### src/rtl/repeated_pattern_detector.sv
// Receive side of the repeated-pattern mask stream.
// Captures CAP_LEN serial bits, searches for the smallest repeating period
// (1..MAX_W), then checks every further bit against the bit one period back.
//
// Ports:
//   clk        rising-edge clock
//   rst        asynchronous reset, active-high
//   clk_en     global enable; when low every register holds
//   start      1-cycle pulse: clear and (re)arm detection (highest priority)
//   bit_in     serial mask bit
//   bit_valid  bit_in qualifier
//   pattern_w  detected period, 0 when no period has been found
//   pattern    [0:31], pattern[i] = i-th captured bit for i < pattern_w
//   locked     high while in LOCKED
//   no_lock    high while in FAIL
//   mismatch   1-cycle pulse on the first post-lock bit error
//   busy       high in CAPTURE or SEARCH
module repeated_pattern_detector #(
  parameter int unsigned MAX_W   = 31,
  parameter int unsigned CAP_LEN = 64
) (
  input  logic        clk,
  input  logic        rst,
  input  logic        clk_en,
  input  logic        start,
  input  logic        bit_in,
  input  logic        bit_valid,
  output logic [4:0]  pattern_w,
  output logic [0:31] pattern,
  output logic        locked,
  output logic        no_lock,
  output logic        mismatch,
  output logic        busy
);

  localparam int unsigned CNT_W  = 7;
  localparam int unsigned CAND_W = 5;

  typedef enum logic [2:0] {
    S_IDLE,
    S_CAPTURE,
    S_SEARCH,
    S_LOCKED,
    S_FAIL
  } state_t;

  state_t              state, state_n;
  logic [CAP_LEN-1:0]  cap, cap_n;
  logic [MAX_W-1:0]    hist, hist_n;
  logic [CNT_W-1:0]    cap_cnt, cap_cnt_n;
  logic [CAND_W-1:0]   cand, cand_n;
  logic [4:0]          pattern_w_n;
  logic [0:31]         pattern_n;
  logic                locked_n, no_lock_n, mismatch_n, busy_n;
  logic [31:0]         match_vec;
  logic [MAX_W-1:0]    hist_sh;

  // True when the frozen capture repeats with period w over its whole length.
  function automatic logic period_match(input logic [CAP_LEN-1:0] c, input int w);
    logic m;
    m = 1'b1;
    for (int i = 0; i < int'(CAP_LEN) - w; i++) begin
      m = m & ~(c[i] ^ c[i+w]);
    end
    return m;
  endfunction

  // Match result for every candidate period; bit 0 is unused.
  always_comb begin
    match_vec = '0;
    for (int w = 1; w <= int'(MAX_W); w++) begin
      match_vec[w] = period_match(cap, w);
    end
  end

  // hist[0] is always the newest bit.
  assign hist_sh = {hist[MAX_W-2:0], bit_in};

  // Next-state and datapath update.
  always_comb begin
    state_n     = state;
    cap_n       = cap;
    hist_n      = hist;
    cap_cnt_n   = cap_cnt;
    cand_n      = cand;
    pattern_w_n = pattern_w;
    pattern_n   = pattern;
    mismatch_n  = 1'b0;

    if (start) begin
      // A beat coinciding with start is dropped.
      state_n     = S_CAPTURE;
      cap_cnt_n   = '0;
      cand_n      = '0;
      hist_n      = '0;
      pattern_w_n = '0;
      pattern_n   = '0;
    end else begin
      unique case (state)
        S_IDLE: ;
        S_CAPTURE: begin
          if (bit_valid) begin
            for (int i = 0; i < int'(CAP_LEN); i++) begin
              if (cap_cnt == CNT_W'(i)) cap_n[i] = bit_in;
            end
            hist_n    = hist_sh;
            cap_cnt_n = CNT_W'(cap_cnt + CNT_W'(1));
            if (cap_cnt == CNT_W'(CAP_LEN - 1)) begin
              state_n = S_SEARCH;
              cand_n  = CAND_W'(1);
            end
          end
        end
        S_SEARCH: begin
          // Bits arriving here keep the history aligned but are not checked.
          if (bit_valid) hist_n = hist_sh;
          if (match_vec[cand]) begin
            state_n     = S_LOCKED;
            pattern_w_n = cand;
            for (int i = 0; i < 32; i++) begin
              pattern_n[i] = (CAND_W'(i) < cand) ? cap[i] : 1'b0;
            end
          end else if (cand == CAND_W'(MAX_W)) begin
            state_n     = S_FAIL;
            pattern_w_n = '0;
            pattern_n   = '0;
          end else begin
            cand_n = CAND_W'(cand + CAND_W'(1));
          end
        end
        S_LOCKED: begin
          if (bit_valid) begin
            hist_n = hist_sh;
            if (bit_in != hist[5'(pattern_w - 5'd1)]) begin
              mismatch_n = 1'b1;
              state_n    = S_FAIL;
            end
          end
        end
        S_FAIL: ;
        default: state_n = S_IDLE;
      endcase
    end

    locked_n  = (state_n == S_LOCKED);
    no_lock_n = (state_n == S_FAIL);
    busy_n    = (state_n == S_CAPTURE) || (state_n == S_SEARCH);
  end

  // State and datapath registers; clk_en freezes everything.
  always_ff @(posedge clk or posedge rst) begin
    if (rst) begin
      state     <= S_IDLE;
      cap       <= '0;
      hist      <= '0;
      cap_cnt   <= '0;
      cand      <= '0;
      pattern_w <= '0;
      pattern   <= '0;
      locked    <= 1'b0;
      no_lock   <= 1'b0;
      mismatch  <= 1'b0;
      busy      <= 1'b0;
    end else if (clk_en) begin
      state     <= state_n;
      cap       <= cap_n;
      hist      <= hist_n;
      cap_cnt   <= cap_cnt_n;
      cand      <= cand_n;
      pattern_w <= pattern_w_n;
      pattern   <= pattern_n;
      locked    <= locked_n;
      no_lock   <= no_lock_n;
      mismatch  <= mismatch_n;
      busy      <= busy_n;
    end
  end

endmodule

### config.mk
export PLATFORM = sky130hd
export DESIGN_NAME = repeated_pattern_detector
export DESIGN_NICKNAME = d
export VERILOG_FILES = /design/src/rtl/repeated_pattern_detector.sv
export SDC_FILE = /design/constraint.sdc
export NUM_CORES = 1
export LEC_CHECK = 0
export BUFFER_PORTS_ARGS = -buffer_cell sky130_fd_sc_hd__buf_4
export CAP_MARGIN = 20
export CORE_ASPECT_RATIO = 0.7
export CORE_UTILIZATION = 60
export CTS_BUF_LIST = sky130_fd_sc_hd__clkbuf_8 sky130_fd_sc_hd__clkbuf_16
export DETAILED_ROUTE_END_ITERATION = 8
export HOLD_SLACK_MARGIN = 0.03
export PLACE_DENSITY = 0.77
export SLEW_MARGIN = 20
export SYNTH_ARGS = -nofsm -noshare
export SYNTH_HDL_FRONTEND = slang
export SYNTH_SLANG_ARGS = --single-unit
### constraint.sdc
create_clock -name clk -period 3.65 [get_ports clk]
set_input_delay 0 -clock clk [delete_from_list [all_inputs] [get_ports clk]]
set_output_delay 0 -clock clk [all_outputs]
set_load 0.05 [all_outputs]
==> results of run 1 <==
-- stage by stage --
step	utilization, %	cell area (um^2)	std cells	setup WS [ns]
4_1_cts	76.8	28500	3876	-0.00496
3_3_place_gp	72.4	26900	3793	-0.986
3_5_place_dp	72.4	26900	3793	-0.765
2_1_floorplan	-	22600	3159	0.00394
-- layer usage --
| metal | GRT overflow | global-route usage (%) |
|---|---|---|
| met1 | 41 | 85.8 |
| met2 | 81 | 91.3 |
| met3 | 49 | 81.4 |
| met4 | 95 | 77.5 |
| met5 | 11 | 63.5 |
-- cells by family after synthesis --
| logic type | count (synthesis) | synth area share [%] |
|---|---|---|
| AND/OR/NAND/NOR | 1283 | 29.6 |
| AO/OA/AOI/OAI | 579 | 17.7 |
| adder cells (fa/ha/maj) | 7 | 0.388 |
| buffers and inverters | 495 | 9.92 |
| flip-flops | 150 | 16.6 |
| other | 1 | 0.0166 |
| multiplexers | 34 | 2.11 |
| XOR/XNOR | 610 | 23.6 |
-- what timing repair did --
action	4_1_cts
pin swaps	15
gates resized for setup	123
hold endpoints to repair	157
buffers inserted	47
gates cloned	2
setup endpoints to repair	47
hold buffers	2
==> metrics, run 1 <==
Seq/Total Area, Yosys between 15 and 20%; area leader, netlist dfrtp_1; Die H 164 um; area share of the leading cell type in the synthesized netlist between 10% and 20%; GRT overflow 277; First Err [ERROR GRT-0232] Routing congestion too high. Check the congestion heatmap in the GUI.; syn avg cell area just over 7 um^2; EDFF count, synth 0; FF+latch count, synth 150; IO buf count 45; clock tree root driver cell clkbuf_16; Post-synth top cells 334 x xnor2_1, 276 x xor2_1, 240 x buf_2; pin count of the biggest net entering global routing approximately 150; RD Place Congestion approximately 1.4; # rows 59; CTS Buf Count 17; FFs w/ async S/R, synth 100%; Synth Cell Area around 23000 um^2; Stopped at global routing; H-tree Lvls 4; CTS Buffer Depth 2; Top FF cell, synth dfrtp_1; most numerous cell in the Yosys netlist xnor2_1; Synth warnings 0; synth unique cells just under 80; DIE WIDTH 234 um; Overall Global Routing Usage 84.7%; DP HPWL approximately 85 mm; initial core utilization 60.9%; IO Pins between 40 and 50; clock sink count 150; total nets after synthesis about 3200; Cells after Synth ~3200; synth top area cells dfrtp_1 17%, xnor2_1 13%, xor2_1 11%; status aborted with a tool error
==> inputs of run 2 (changes only) <==
--- a/config.mk
+++ b/config.mk
@@ -7,12 +7,9 @@
 export LEC_CHECK = 0
 export BUFFER_PORTS_ARGS = -buffer_cell sky130_fd_sc_hd__buf_4
 export CAP_MARGIN = 20
-export CORE_ASPECT_RATIO = 0.7
-export CORE_UTILIZATION = 60
-export CTS_BUF_LIST = sky130_fd_sc_hd__clkbuf_8 sky130_fd_sc_hd__clkbuf_16
+export CORE_UTILIZATION = 40
 export DETAILED_ROUTE_END_ITERATION = 8
-export HOLD_SLACK_MARGIN = 0.03
-export PLACE_DENSITY = 0.77
+export PLACE_DENSITY_LB_ADDON = 0.15
 export SLEW_MARGIN = 20
 export SYNTH_ARGS = -nofsm -noshare
 export SYNTH_HDL_FRONTEND = slang
==> constraint.sdc (replaced) <==
create_clock -name clk -period 4.7 [get_ports clk]
set_input_delay 0 -clock clk [delete_from_list [all_inputs] [get_ports clk]]
set_output_delay 0 -clock clk [all_outputs]
set_load 0.05 [all_outputs]
==> run 2 against run 1 <==
The flow now finishes, with violations (negative setup slack); synthesized cell count unchanged; area after synthesis unchanged.
==> metrics, run 2 <==
RD Place Congestion 1.08 (-22%); clock sink count 150 (unchanged); layout cells sized above 1 roughly 16%; Overall Global Routing Usage 47.7%; Die H 240 um (+46%); total nets after synthesis 3172 (unchanged); FILL cells between 5000 and 6000; status finished with violations; wire length on met2 ~57 mm; CTS Buffer Depth 2 (unchanged); period utilisation layout 100%; TritonRoute pass-1 iters 7; DR iter-0 viols around 4700; commonest non-fill, non-tap cell in the layout xnor2_1; Slew headroom between 20% and 30%; Worst-Skew Late Latency ~0.46 ns; post-route ant nets 0; GRT overflow 0; synth top area cells dfrtp_1 17%, xnor2_1 13%, xor2_1 11%; Setup Skew between 0.02 and 0.025 ns; Setup CP Type reg2reg; Post-synth top cells 334 x xnor2_1, 276 x xor2_1, 240 x buf_2; initial antenna violation count 2; RSZ-0062 raised after global routing false; first-pass GRT wire length a little under 200 mm; FFs w/ async S/R, synth 100% (unchanged); Final setup viols 2; biggest regs cap (64), hist (31), pattern (31); Die ar. around 57000 um^2; most frequent cells in the layout 334 x xnor2_1, 276 x xor2_1, 274 x buf_4; M1 wire length around 52 mm; Area growth syn-to-layout 12.5%; post-route cell area about 25000 um^2; WL per Instance ~36 um; final core occ 45.9%; crit path capture type register; failing checks negative setup slack; Placed Cells 3802 (+0.24%); H-tree Lvls 4 (unchanged); Top FF cell, synth dfrtp_1; slack of the critical path -0.0232 ns; peak supply drop around 0.00026 V; Worst Path Max Fanout 26; # diodes 0; Via density just over 7; fmax 0.212 GHz; Slew @ Worst Pin 1.06 ns; core area 55400 um^2; initial core utilization 40.8% (-20 points); pre-CTS setup slack -0.112 ns (+0.653 ns); vias in the first global route approximately 26000; critical-path cell list clkinv_1, nand3_1, a221oi_1, nand3_1, o211ai_1, o2111a_1, a21oi_1, a21oi_1, buf_4, buf_4, o21a_1, a31o_2; Hold Path Class in2reg; area leader, netlist dfrtp_1; pin count of the biggest net entering global routing between 60 and 70; post-route insts no fill 3837; synth unique cells 79 (unchanged); Placed Area 24800 um^2 (-7.8%); WP data required around 5 ns; IO buf count 45 (unchanged); IO Pins 47 (unchanged); Synth Cell Area 22600 um^2 (unchanged); clock tree root driver cell clkbuf_16; Seq/Total Area, Yosys 16.6% (unchanged); highest routed layer met5; # DRC 0; critical path launch point type register; Hold WS roughly 0.094 ns; max cap viols 0; crit path DAT 5.05 ns; Cells after Synth 3159 (unchanged); LEAKAGE 9.19 nW; Synth warnings 0 (unchanged); Top reg by flops cap; DP HPWL 89.9 mm (+5.4%); EDFF count, synth 0 (unchanged); Final Max Slew Viols 0; CTS Buf Count 17 (unchanged); Nets a little over 3000; area share of the leading cell type in the synthesized netlist 16.6% (unchanged); # rows 86 (+46%); Final Hold Violating Endpoints 0; top cell family by delay on the critical path compound AO/OA/AOI/OAI gates; most numerous cell in the Yosys netlist xnor2_1; syn avg cell area 7.15 um^2 (unchanged); final worst path period need roughly 4.7 ns; max reg flops 64; Met3 Wirelength approximately 19 mm; crit path max-delay cell type dfrtp_2; DIE WIDTH 240 um (+2.4%); CP peak stage delay 1.01 ns; WL final roughly 140 mm; Reg clk slew, reported paths 0.07 ns; via count approximately 27000; FF+latch count, synth 150 (unchanged); PwrDens between 100 and 150 nW/um^2; CP Buf/Inv Count 3; CTS tree built
[run 2: cell counts after synthesis]
No cell type changed its count.
[run 2: where the power goes]
group          switching [mW]  internal (mW)
clock network           0.649          0.758
logic                   0.567          0.309
registers               0.147           1.32
total                    1.36           2.38
[run 2: cell families (layout without fill, tap and decap cells)]
group / count (synthesis) / in the layout / share of synthesized area, %
other: 1 / 1 / 0.0166
multiplexers: 34 / 34 / 2.11
AND/OR/NAND/NOR: 1283 / 1283 / 29.6
AO/OA/AOI/OAI: 579 / 579 / 17.7
buffers and inverters: 495 / 425 / 9.92
adder cells (fa/ha/maj): 7 / 7 / 0.388
flip-flops: 150 / 150 / 16.6
XOR/XNOR: 610 / 610 / 23.6
[run 2: layout make-up]
class,count,area [um^2],area share (%)
clock inverter,14,141,0.556
timing repair buffer,332,3210,12.6
sequential,150,3840,15.1
multi-input combinational,2514,16600,65.4
inverter,61,234,0.920
tap,748,936,3.68
clock buffer,18,439,1.73
[run 2: routing by layer]
layer  global-route usage, %  vias up
met3                    13.7      713
met4                    31.7        4
met5                       0        -
met1                    61.0    13200
li1                        -    11100
met2                    69.3     2475
[run 2: final timing paths]
path	start	to	slack [ns]	depth (start not counted)
setup / recovery	cap[34]$_DFFE_PP0P_	busy$_DFFE_PP0P_	-0.02	12
hold / removal	bit_valid	mismatch$_DFFE_PP0P_	0.09	5
setup reg to reg	cap[34]$_DFFE_PP0P_	busy$_DFFE_PP0P_	-0.02	12
hold reg to reg	locked$_DFFE_PP0P_	locked$_DFFE_PP0P_	0.49	2
max in group asynchronous	rst	hist[3]$_DFFE_PP0P_	3.32	4
min in group asynchronous	rst	cap[48]$_DFFE_PP0P_	0.15	3
[run 2: stage by stage]
stage | power (mW) | TNS [ns]
2_1_floorplan | 1.91 | 0
3_3_place_gp | 2.30 | -1.26
3_5_place_dp | 2.30 | -2.07
4_1_cts | 3.71 | 0
5_1_grt | 3.84 | 0
6_report | 3.75 | -0.0318
[run 2: tightest hold or removal path, cell delays in order]
cell and delay, ns:
buf_4 0.13, nand2b_1 0.06, mux2i_1 0.11, nand3_1 0.13, o2bb2ai_1 0.07
[run 2: timing repair]
item / 4_1_cts / 5_1_grt
gates resized for setup: 2 / 2
endpoints found under the setup margin: 35 / 35
setup buffers: 0 / 0
cloned: 0 / 0
pin swaps: 0 / 0
hold buffers: 2 / 0
endpoints found under the hold margin: 53 / 0
(Power assumes the default switching activity.)
